## config.mk

```make
export PLATFORM = sky130hd
export DESIGN_NAME = imem_ctrl
export DESIGN_NICKNAME = d
export VERILOG_FILES = /design/src/rtl/imem_ctrl.sv
export SDC_FILE = /design/constraint.sdc
export NUM_CORES = 1
export LEC_CHECK = 0
export ABC_AREA = 0
export CORE_ASPECT_RATIO = 0.7
export CORE_MARGIN = 2
export CORE_UTILIZATION = 30
export CTS_BUF_LIST = sky130_fd_sc_hd__clkbuf_16
export DETAILED_ROUTE_END_ITERATION = 16
export PLACE_DENSITY = 0.77
export RECOVER_POWER = 25
export SLEW_MARGIN = 5
export SYNTH_ARGS = -nofsm -noshare
export SYNTH_HDL_FRONTEND = slang
export SYNTH_SLANG_ARGS = --single-unit
```

## constraint.sdc

```tcl
create_clock -name clk -period 3.75 [get_ports clk]
set_input_delay 0.5625 -clock clk [delete_from_list [all_inputs] [get_ports clk]]
set_output_delay 0.5625 -clock clk [all_outputs]
set_load 0.1 [all_outputs]
```

## src/rtl/imem_ctrl.sv

```systemverilog
// Instruction RAM controller: boot-load phase writes loader words from index 0, then the run phase serves pipelined core fetches.
// Optional macro IMEM_RELOAD_EN adds ld_start_i so that RUN can re-enter LOAD without a reset.
module imem_ctrl #(
    parameter int REG_SIZE       = 32,
    parameter int MEM_SIZE_IN_KB = 1,
    parameter int NO_OF_REGS     = MEM_SIZE_IN_KB * 1024 / 4,
    parameter int AW             = $clog2(NO_OF_REGS)
) (
    input  logic                clk,
    input  logic                rst,
    input  logic                ld_valid_i,
    input  logic [REG_SIZE-1:0] ld_data_i,
    input  logic                ld_last_i,
    output logic                ld_ready_o,
`ifdef IMEM_RELOAD_EN
    input  logic                ld_start_i,
`endif
    input  logic                fetch_req_i,
    input  logic [REG_SIZE-1:0] fetch_addr_i,
    output logic                fetch_ready_o,
    output logic                fetch_valid_o,
    output logic [REG_SIZE-1:0] fetch_inst_o,
    output logic                fetch_err_o,
    output logic                run_o,
    output logic [AW-1:0]       mem_addr_o,
    output logic                mem_we_o,
    output logic [REG_SIZE-1:0] mem_wdata_o,
    input  logic [REG_SIZE-1:0] mem_rdata_i
);

    localparam logic [AW-1:0]       LAST_IDX = AW'(NO_OF_REGS - 1);
    localparam logic [REG_SIZE-1:0] NOP_INST = REG_SIZE'(32'h0000_0013);

    typedef enum logic {LOAD, RUN} state_t;

    state_t              state_q, state_d;
    logic [AW-1:0]       ptr_q, ptr_d;
    logic                vld_q, vld_d;
    logic                err_q, err_d;
    logic [REG_SIZE-1:0] inst_hold_q;
    logic                addr_bad;
    logic [REG_SIZE-1:0] resp_inst;

    assign addr_bad = (|fetch_addr_i[1:0])
                    || (fetch_addr_i[REG_SIZE-1:2] >= (REG_SIZE-2)'(NO_OF_REGS));

    // Response data is taken straight from the RAM output in the cycle after the read.
    assign resp_inst     = err_q ? NOP_INST : mem_rdata_i;
    assign fetch_valid_o = vld_q;
    assign fetch_err_o   = err_q;
    assign fetch_inst_o  = vld_q ? resp_inst : inst_hold_q;

    always_comb begin
        state_d       = state_q;
        ptr_d         = ptr_q;
        vld_d         = 1'b0;
        err_d         = 1'b0;
        ld_ready_o    = 1'b0;
        fetch_ready_o = 1'b0;
        run_o         = 1'b0;
        mem_we_o      = 1'b0;
        mem_addr_o    = '0;
        mem_wdata_o   = '0;
        if (rst) begin
            ld_ready_o = 1'b1;
        end else begin
            case (state_q)
                LOAD: begin
                    ld_ready_o = 1'b1;
                    mem_addr_o = ptr_q;
                    if (ld_valid_i) begin
                        mem_we_o    = 1'b1;
                        mem_wdata_o = ld_data_i;
                        // The final RAM index ends the load even without ld_last_i; no wrap-around.
                        if (ptr_q != LAST_IDX) ptr_d = ptr_q + 1'b1;
                        if (ld_last_i || ptr_q == LAST_IDX) state_d = RUN;
                    end
                end
                RUN: begin
                    run_o         = 1'b1;
                    fetch_ready_o = 1'b1;
                    if (fetch_req_i) begin
                        mem_addr_o = fetch_addr_i[AW+1:2];
                        vld_d      = 1'b1;
                        err_d      = addr_bad;
                    end
`ifdef IMEM_RELOAD_EN
                    if (ld_start_i) begin
                        state_d = LOAD;
                        ptr_d   = '0;
                    end
`endif
                end
                default: state_d = LOAD;
            endcase
        end
    end

    always_ff @(posedge clk) begin
        if (rst) begin
            state_q     <= LOAD;
            ptr_q       <= '0;
            vld_q       <= 1'b0;
            err_q       <= 1'b0;
            inst_hold_q <= '0;
        end else begin
            state_q <= state_d;
            ptr_q   <= ptr_d;
            vld_q   <= vld_d;
            err_q   <= err_d;
            if (vld_q) inst_hold_q <= resp_inst;
        end
    end

endmodule

```

# [Yosys cells after proc, flatten, opt, wreduce, memory -nomap -nowiden]
# Cells that the tools add are included.
# Widths: inputs -> output; s select.
[word_totals] ff_bits=43 inputBits=101 output_inout_bits=78
[op_classes] add_sub_neg=1 order_cmp=1 eq_ne=2 mux=19 bitwise_logic=2 n_reduce_logical=6
[op_table] operator="$mux 32" n=5
[op_table] operator="$ge 30x9->1 const B" n=1
[op_table] operator="$mux 8" n=2
[op_table] operator="$pmux 8 s2" n=1
[op_table] operator="$mux 1" n=11
[op_table] operator="$add 8x1->8 const B" n=1
[op_table] operator="$eq 8x8->1 const B" n=1
[op_table] operator="$ne 8x8->1 const B" n=1
[op_table] operator="$reduce_or 2->1" n=2
[op_table] operator="$reduce_and 3->1" n=1
[op_table] operator="$reduce_or 3->1" n=1
[op_table] operator="$logic_or 1x1->1" n=2
[op_table] operator="$not 1->1" n=2

# [Depth between registers and ports, before layout]
# Gate-level depths: netlist (run 1).
[logic_depth] ltp_word=5 mapped_depth=6 mapped_depth_nobuf=5

# [Least setup slack after synthesis (run 1)]
# Ideal clock, no wire load.
[synth_path] path_kind="register -> output" start="register vld_q (netlist: fetch_valid_o)" end="output fetch_inst_o[12]" arrival_ps=3159 required_ps=3188 setup_slack_ps=28 stages_incl_launch_ff=3 path_cell_list="dfxtp_1 clkbuf_1 o21ai_0"
[synth_between] elab_chain_cells=1
[synth_lines] element="start: declaration" line_no="38" source="logic vld_q, vld_d;"
[synth_lines] element="start signal: assignment" line_no="109" source="vld_q <= vld_d;"
[synth_lines] element="$mux 32"
[synth_lines] element="end: declaration" line_no="22" source="output logic [REG_SIZE-1:0] fetch_inst_o,"
# No other way between the ends.

# [Final worst setup path (run 1)]
[layout_path] start="input rst" end="output ld_ready_o"
[layout_between] elab_chain_cells=1
[layout_lines] element="start: declaration" line_no="10" source="input logic rst,"
[layout_lines] element="$mux 1" line_no="64" source="if (rst) begin"
[layout_lines] element="end: declaration" line_no="14" source="output logic ld_ready_o,"
# No other way between the ends.

==> results of run 1 <==
==> final cells by class <==
cell class,instances,area share
Clock buffer,5,0.0277
Tap cell,98,0.0272
Inverter,30,0.0250
Multi-Input combinational cell,200,0.252
Sequential cell,43,0.191
Clock inverter,3,0.00360
Timing Repair Buffer,181,0.474
==> cells by family after synthesis <==
logic type | after synthesis | share of synthesized area
fa+ha+maj | 1 | 0.00568
xor+xnor | 6 | 0.0239
simple gates | 142 | 0.356
flops | 43 | 0.391
mux | 1 | 0.00455
compound gates | 50 | 0.129
buf+inv | 47 | 0.0903
==> synth_stat cells, drive strengths merged <==
library cell  instances
o2111ai               1
nand4                 2
o21a                  1
ha                    1
buf                   4
nand3b                1
nand2                31
dfxtp                43
nor2b                41
o21bai                1
nor2                 17
nand2b                2
a21oi                10
o211ai                3
and2b                 2
o21ai                30
and4bb                1
clkbuf               13
xor2                  5
or4                   1
and3                  2
nor4                  6
nand3                 1
xnor2                 1
o31ai                 1
inv                  30
mux2i                 1
and2                 35
o22a                  3
==> how the worst max path moves through the flow <==
stage | from | to | slack [ns] | cells past startpoint
after floorplan | fetch_valid_o | fetch_inst_o[12] | 0.03 | 2
after global placement | fetch_valid_o | fetch_inst_o[12] | 1.24 | 5
after detailed placement | fetch_valid_o | fetch_inst_o[24] | 1.18 | 5
after CTS | fetch_valid_o | fetch_inst_o[24] | 0.87 | 5
after global routing | fetch_valid_o | fetch_inst_o[24] | 0.63 | 5
final | rst | ld_ready_o | 0.74 | 4
==> registers in the layout (all words and copies together) (netlist names) <==
| signal | cells |
|---|---|
| inst_hold_q | 32 |
| ptr_q | 8 |
| fetch_err_o | 1 |
| fetch_valid_o | 1 |
| state_q | 1 |
==> per-layer routing <==
metal | track usage | vias up
met5 | 0 | -
met4 | 0.0307 | 0
met3 | 0.0428 | 6
met2 | 0.294 | 83
met1 | 0.241 | 1086
li1 | - | 1261
==> report_power, final <==
part	leakage, nW	switching [W]	internal (W)
Clock	0.0710	0.000164	0.000243
Combinational	1.36	0.000314	0.000201
Sequential	0.348	0.00000749	0.000468
==> worst register-to-register path, cell delays in order (launching register included) <==
cell and delay (ns):
dfxtp_1 0.31, buf_4 0.31, and2b_1 0.77, nand2_1 0.14, o21ai_0 0.21, nor2b_1 0.18
==> through the flow <==
stage / utilization / instances / hold WS (ns) / area, um2 / total power [W]
global placement: 0.611 / 552 / 0.480 / 4400 / 0.00100
global route: 0.628 / 560 / 0.553 / 4510 / 0.00145
CTS: 0.631 / 560 / 0.514 / 4540 / 0.00141
finish: 0.628 / 560 / 0.519 / 4510 / 0.00140
detailed placement: 0.611 / 552 / 0.505 / 4400 / 0.00100
floorplan: - / 290 / 0.460 / 2200 / 0.000781
==> results by group, run 1 <==
Status
  • Status: complete, no violations

Global route
  • Total grt overflow: 0
  • Initial antenna violation count: 0
  • Largest net degree at the start of global routing: 37
  • Vias in the first global route: 2,287
  • Gr usage total: 0.177
  • First-pass GRT wire length: 11.2 mm

Synth
  • Syn_area_per_cell: 7.59 um2
  • Ys Warns: 0
  • Synthesis-stage register bit count: 43
  • Dominant cells by area after synthesis: dfxtp_1, nor2b_1, and2_1
  • Post-Syn Area: 2200 um2
  • Syn nets: 392
  • Syn Inst Count: 290
  • Sequential fraction of the synthesis area: 0.391
  • Largest area contributor in the netlist: dfxtp_1
  • Synth unique cells: 34
  • Top-area cell type share of the netlist area: 0.391

Hold path
  • Hold/Removal Path Class: reg2reg
  • Hold path start: ptr_q[6]
  • Hold path depth: 2
  • Worst Hold Endpoint: ptr_q[6]

STA
  • Max-slew violations: 0
  • Setup violators final: 0
  • Tmin final: 3.01 ns
  • RSZ-0062 raised after global routing: no
  • Setup_tns: 0 ns
  • Setup ws final: 0.740 ns
  • Slew @ Worst Pin: 1.37 ns
  • Hold Vio Cnt, Final: 0
  • Layout Skew: 0.00151 ns
  • Worst slew margin: 0.0842
  • Period utilization: 0.803
  • Fmax achieved: 0.332 GHz

Worst setup path
  • Critical Path Source Type: input pin
  • RR Endpoint: inst_hold_q[20]
  • Worst Path Required: 3.19 ns
  • Crit end category: output port
  • FF-to-FF path depth: 5
  • Buffers & Inverters on Critical Path: 3
  • Worst EP arrival: 2.45 ns
  • Crit-path max cell delay: 0.85 ns
  • Most used cell, CP: clkbuf_1
  • Reg2Reg Setup Slack: 1.76 ns
  • Slowest cell on the critical path: clkbuf_1
  • Worst path top cell family by delay: buffers and inverters
  • R2r startpoint: fetch_valid_o
  • Setup CP Type: in2out
  • Worst path cell trace: clkbuf_1, and2b_1, inv_1, clkbuf_1
  • Peak fanout along the critical path: 20

Clocking
  • CTS tree: done
  • Max clock buf depth: 2
  • Depth of the CTS H-tree: 2
  • Worst skew pair latency: 0.27 ns
  • Hold-fix buffers, CTS: 0
  • Cts repair resizes: 0
  • Clock slew at reported path FFs: 0.06 ns
  • Setup bufs post-CTS: 0
  • Cts bufs inserted: 5
  • CTS root buf: clkbuf_16
  • CTS Sinks: 43

Routing
  • Drt first pass iters: 4
  • Vias: 2,436
  • Initial drt markers: 45
  • WL final: 7.54 mm
  • Met1 WL: 3.53 mm
  • Vias per cell: 4.35
  • Routed met2 length: 3.54 mm
  • WL/cell: 13.5 um
  • DR top layer: met4
  • Antenna Nets Post-Route: 0
  • Drt drc: 0
  • Met3 wire len: 435 um

Power
  • VDD IR max: 0.203 mV
  • Leakage Power: 1.78 nW
  • PD cells: 310 nW/um2

Die
  • Die ar.: 8050 um2
  • Die height: 75.7 um
  • Starting Density: 0.306
  • IO Count: 179
  • Num rows: 26
  • Die Wd: 106 um
  • CORE AREA: 7190 um2

Layout
  • Area delta synth->final: 105%
  • Final nets: 563
  • Most common cell after layout, fill and taps aside: clkdlybuf4s50_1
  • Fillers: 611
  • Multi-input logic area: 1140 um2
  • # diodes: 0
  • Layout cell share with drive strength beyond 1: 0.182
  • Commonest cells after routing, fill and taps aside: clkdlybuf4s50_1, buf_12, dfxtp_1, nor2b_1, and2_1
  • Register area: 861 um2

Placed design
  • RD Place Congestion: 0.779
  • Place WS: 1.18 ns
  • Port bufs: 178
  • HPWL Detailed: 5.99 mm

Job
  • Maxcap violations: 0
No activity file was read; power rests on OpenSTA's default activity.
==> run 2: changes to the inputs <==
==> constraint.sdc (replaced) <==
create_clock -name clk -period 2.8 [get_ports clk]
set_input_delay 0.42 -clock clk [delete_from_list [all_inputs] [get_ports clk]]
set_output_delay 0.42 -clock clk [all_outputs]
set_load 0.1 [all_outputs]
==> results by group, run 2 (synthesized netlist as in run 1, its figures left out) <==
Die
  • Starting Density: 0.306 (unchanged)
  • CORE AREA: 7190 um2 (unchanged)
  • Num rows: 26 (unchanged)
  • Die ar.: 8050 um2 (unchanged)
  • Die height: 75.7 um (unchanged)
  • Die Wd: 106 um (unchanged)
  • IO Count: 179 (unchanged)

Layout
  • Final nets: 564 (+0.18%)
  • Biggest regs: inst_hold_q (32), ptr_q (8)
  • Fillers: 594 (-2.8%)
  • Most common cell after layout, fill and taps aside: clkdlybuf4s50_1
  • Layout cell share with drive strength beyond 1: 0.222 (+0.0406)
  • Most flops, register: inst_hold_q
  • Fin util: 0.691 (+0.0630)
  • Max reg flops: 32 (unchanged)
  • Commonest cells after routing, fill and taps aside: clkdlybuf4s50_1, buf_12, dfxtp_1, nor2b_1, and2_1
  • Area delta synth->final: 126%
  • Finished Cell Area: 4970 um2 (+10%)
  • # diodes: 0 (unchanged)

STA
  • Fmax achieved: 0.425 GHz
  • Hold Vio Cnt, Final: 0 (unchanged)
  • RSZ-0062 raised after global routing: no
  • Slew @ Worst Pin: 1.19 ns (-0.189 ns)
  • Tmin final: 2.35 ns
  • Max-slew violations: 0 (unchanged)
  • Worst slew margin: 0.213 (+0.129)
  • Layout Skew: 0.00741 ns (+0.00590 ns)
  • Worst hold slack: 0.515 ns (-0.00371 ns)
  • Period utilization: 0.840
  • Setup violators final: 0 (unchanged)
  • Setup ws final: 0.447 ns (-0.293 ns)

Worst setup path
  • Setup CP Type: in2out
  • Worst Path Required: 2.38 ns (-0.81 ns)
  • Crit end category: output port
  • Critical Path Source Type: input pin
  • Peak fanout along the critical path: 33 (+65%)
  • Worst EP arrival: 1.93 ns (-0.52 ns)

Placed design
  • Place WS: 0.546 ns (-0.629 ns)
  • Dpl cell area: 4840 um2 (+10%)
  • Port bufs: 178 (unchanged)
  • HPWL Detailed: 6.66 mm (+11%)
  • RD Place Congestion: 0.780 (about the same)

Global route
  • Gr usage total: 0.188 (+0.0105)
  • Largest net degree at the start of global routing: 36 (-2.7%)
  • First-pass GRT wire length: 11.8 mm (+5.6%)
  • Total grt overflow: 0 (unchanged)
  • Vias in the first global route: 2,485 (+8.7%)
  • Initial antenna violation count: 0 (unchanged)

Routing
  • Initial drt markers: 94 (+110%)
  • Vias per cell: 4.42 (+1.7%)
  • WL/cell: 14.2 um (+5.3%)
  • Drt drc: 0 (unchanged)
  • WL final: 7.96 mm (+5.5%)
  • Vias: 2,481 (+1.8%)
  • Antenna Nets Post-Route: 0 (unchanged)
  • Drt first pass iters: 4 (unchanged)

Hold path
  • Hold/Removal Path Class: reg2reg

Status
  • Status: complete, no violations

Clocking
  • Worst skew pair latency: 0.28 ns (about the same)
  • CTS root buf: clkbuf_16
  • Depth of the CTS H-tree: 2 (unchanged)
  • Clock slew at reported path FFs: 0.06 ns (about the same)
  • Hold-fix buffers, CTS: 0 (unchanged)
  • Max clock buf depth: 2 (unchanged)
  • CTS tree: done
  • Cts bufs inserted: 5 (unchanged)
  • Setup bufs post-CTS: 0 (unchanged)
  • CTS Sinks: 43 (unchanged)
  • Cts repair resizes: 0 (unchanged)

Power
  • PD cells: 410 nW/um2 (+32%)
  • Leakage Power: 1.93 nW (+8.2%)
  • VDD IR max: 0.324 mV (+60%)

Job
  • Maxcap violations: 0 (unchanged)
run 2: worst paths after layout:
path | startpoint | endpoint | slack (ns) | depth (start not counted)
max | rst | mem_wdata_o[30] | 0.45 | 5
min | ptr_q[6] | ptr_q[6] | 0.52 | 2
max reg2reg | ptr_q[0] | ptr_q[1] | 1.05 | 5
min reg2reg | ptr_q[6] | ptr_q[6] | 0.52 | 2
run 2: cell type report:
cell class / instances / area, um2 / area share
clock buffers: 5 / 125 / 0.0252
clock inverters: 3 / 43.8 / 0.00882
inverters: 30 / 113 / 0.0227
multi-input cells: 200 / 1180 / 0.238
flip-flops and latches: 43 / 861 / 0.173
well taps: 98 / 123 / 0.0247
repair buffers: 182 / 2520 / 0.507
run 2: worst max-delay path, stage by stage:
cell,delay (ns)
clkbuf_1,0.73
nor2_1,0.11
buf_4,0.26
and2_1,0.22
buf_12,0.17
run 2: power breakdown:
part | internal, W | total (W) | switching (W)
clock | 0.000420 | 0.000656 | 0.000235
sequential | 0.000627 | 0.000637 | 0.0000101
combinational | 0.000310 | 0.000744 | 0.000434
total | 0.00136 | 0.00204 | 0.000679
run 2: stage by stage:
| step | total power, W | std cells | setup TNS (ns) |
|---|---|---|---|
| final | 0.00204 | 561 | 0 |
| after global routing | 0.00210 | 561 | 0 |
| after CTS | 0.00206 | 561 | 0 |
| after detailed placement | 0.00140 | 553 | 0 |
| after global placement | 0.00140 | 553 | 0 |
| after floorplan | 0.00105 | 290 | -1.22 |
run 2: per-layer routing:
| layer | track usage | share of wire | up-vias |
|---|---|---|---|
| met4 | 0.0263 | 0.0034 | 0 |
| met3 | 0.0462 | 0.067 | 2 |
| li1 | - | - | 1263 |
| met1 | 0.209 | 0.38 | 1119 |
| met5 | 0 | 0 | - |
| met2 | 0.377 | 0.55 | 97 |
==> run 3: changes to the inputs <==
--- a/config.mk
+++ b/config.mk
@@ -11,7 +11,7 @@
 export CORE_UTILIZATION = 30
 export CTS_BUF_LIST = sky130_fd_sc_hd__clkbuf_16
 export DETAILED_ROUTE_END_ITERATION = 16
-export PLACE_DENSITY = 0.77
+export PLACE_DENSITY = 0.8
 export RECOVER_POWER = 25
 export SLEW_MARGIN = 5
 export SYNTH_ARGS = -nofsm -noshare
==> constraint.sdc (replaced) <==
create_clock -name clk -period 2.04 [get_ports clk]
set_input_delay 0.306 -clock clk [delete_from_list [all_inputs] [get_ports clk]]
set_output_delay 0.306 -clock clk [all_outputs]
set_load 0.1 [all_outputs]
==> results by group, run 3 (synthesized netlist as in run 1, its figures left out) <==
Layout
  • # diodes: 0 (unchanged)
  • Most common cell after layout, fill and taps aside: clkdlybuf4s50_1
  • Layout cell share with drive strength beyond 1: 0.274 (+0.0516)
  • Biggest regs: inst_hold_q (32), ptr_q (8)
  • Most flops, register: inst_hold_q
  • Finished Layout Cells: 565 (+0.71%)
  • Commonest cells after routing, fill and taps aside: clkdlybuf4s50_1, buf_12, dfxtp_1, nor2b_1
  • Area delta synth->final: 131%
  • Max reg flops: 32 (unchanged)
  • Final nets: 568 (+0.71%)

Die
  • Die ar.: 8050 um2 (unchanged)
  • Die height: 75.7 um (unchanged)
  • Num rows: 26 (unchanged)
  • Starting Density: 0.306 (unchanged)
  • IO Count: 179 (unchanged)
  • Die Wd: 106 um (unchanged)
  • CORE AREA: 7190 um2 (unchanged)

Routing
  • Vias: 2,523 (+1.7%)
  • Antenna Nets Post-Route: 0 (unchanged)
  • Drt drc: 0 (unchanged)
  • Drt first pass iters: 6 (+2)
  • WL/cell: 14.2 um (about the same)
  • Initial drt markers: 52 (-45%)
  • WL final: 8.01 mm (+0.64%)
  • Vias per cell: 4.47 (+0.97%)

STA
  • Period utilization: 0.958
  • Tmin final: 1.95 ns
  • Layout Skew: 0.00763 ns (+0.000211 ns)
  • Setup ws final: 0.0851 ns (-0.362 ns)
  • RSZ-0062 raised after global routing: no
  • Fmax achieved: 0.512 GHz
  • Hold Vio Cnt, Final: 0 (unchanged)
  • Setup_tns: 0 ns (unchanged)
  • Max-slew violations: 0 (unchanged)
  • Setup violators final: 0 (unchanged)
  • Slew @ Worst Pin: 0.562 ns (-0.623 ns)
  • Worst slew margin: 0.627 (+0.413)
  • Worst hold slack: 0.502 ns (-0.0137 ns)

Clocking
  • Clock slew at reported path FFs: 0.06 ns (about the same)
  • Cts bufs inserted: 5 (unchanged)
  • CTS tree: done
  • Worst skew pair latency: 0.28 ns (about the same)
  • CTS Sinks: 43 (unchanged)
  • CTS root buf: clkbuf_16
  • Depth of the CTS H-tree: 2 (unchanged)
  • Max clock buf depth: 2 (unchanged)
  • Hold-fix buffers, CTS: 0 (unchanged)
  • Setup bufs post-CTS: 0 (unchanged)

Global route
  • Top Usage Layer GRT: met2
  • Vias in the first global route: 2,533 (+1.9%)
  • Initial antenna violation count: 0 (unchanged)
  • GR Util met2: 0.362 (-0.0157)
  • M3 GR Usage: 0.0616 (+0.0154)
  • Gr usage total: 0.190 (+0.00214)
  • Met1 Use GR: 0.212 (+0.00278)
  • First-pass GRT wire length: 11.9 mm (+0.76%)
  • Total grt overflow: 0 (unchanged)
  • Largest net degree at the start of global routing: 34 (-5.6%)

Power
  • PD cells: 532 nW/um2 (+30%)
  • Total power: 0.00271 W (+33%)
  • VDD IR max: 0.366 mV (+13%)
  • Leakage Power: 1.97 nW (+2.2%)

Worst setup path
  • Peak fanout along the critical path: 12 (-64%)
  • Worst Path Required: 1.73 ns (-0.65 ns)
  • Worst EP arrival: 1.65 ns (-0.28 ns)
  • Critical Path Source Type: flop
  • Crit end category: output port
  • Setup CP Type: reg2out

Job
  • Maxcap violations: 0 (unchanged)

Status
  • Status: complete, no violations

Placed design
  • Place WS: 0.0519 ns (-0.494 ns)
  • HPWL Detailed: 6.68 mm (+0.28%)
  • RD Place Congestion: 0.751 (-3.6%)
  • Port bufs: 178 (unchanged)
  • Placed Cells incl. Taps: 557 (+0.72%)

Hold path
  • Hold/Removal Path Class: in2reg
==> run 3: cell type report <==
cell class,count,area [um2]
Sequential cell,43,861
Tap cell,98,123
Fill cell,553,2110
Timing Repair Buffer,186,2620
Clock inverter,3,25.0
Multi-Input combinational cell,200,1220
Clock buffer,5,125
Inverter,30,113
==> run 3: power breakdown <==
| part | switching, W | leakage, nW | internal [W] |
|---|---|---|---|
| Clock | 0.000325 | 0.0700 | 0.000457 |
| Sequential | 0.0000121 | 0.348 | 0.000861 |
| Combinational | 0.000605 | 1.55 | 0.000447 |
==> run 3: metrics by stage <==
step / util / area [um2]
finish: 0.707 / 5080
global route: 0.707 / 5080
CTS: 0.714 / 5140
detailed placement: 0.694 / 4990
global placement: 0.694 / 4990
floorplan: - / 2340
==> run 3: timing repair <==
item                                    CTS  global route
endpoints found under the hold margin     0             0
resized for setup                         0             3
endpoints found under the setup margin    0            20
==> run 3: routing by layer <==
layer,vias to the layer above,routed length [um]
li1,1276,-
met2,89,4240
met5,-,0
met3,4,577
met1,1154,3130
met4,0,63
==> run 3: final timing paths <==
| kind | startpoint | to | slack, ns | cells past startpoint |
|---|---|---|---|---|
| hold / removal | rst | inst_hold_q[16] | 0.50 | 3 |
| setup reg to reg | ptr_q[0] | ptr_q[5] | 0.52 | 5 |
| setup / recovery | fetch_err_o | fetch_inst_o[25] | 0.09 | 5 |
| hold reg to reg | ptr_q[6] | ptr_q[6] | 0.52 | 2 |
==> run 3: worst max-delay path: stages, from the launching register on <==
cell and delay, ns:
dfxtp_1 0.34, and2b_2 0.33, buf_4 0.22, nand2_1 0.06, o21ai_0 0.18, buf_12 0.24
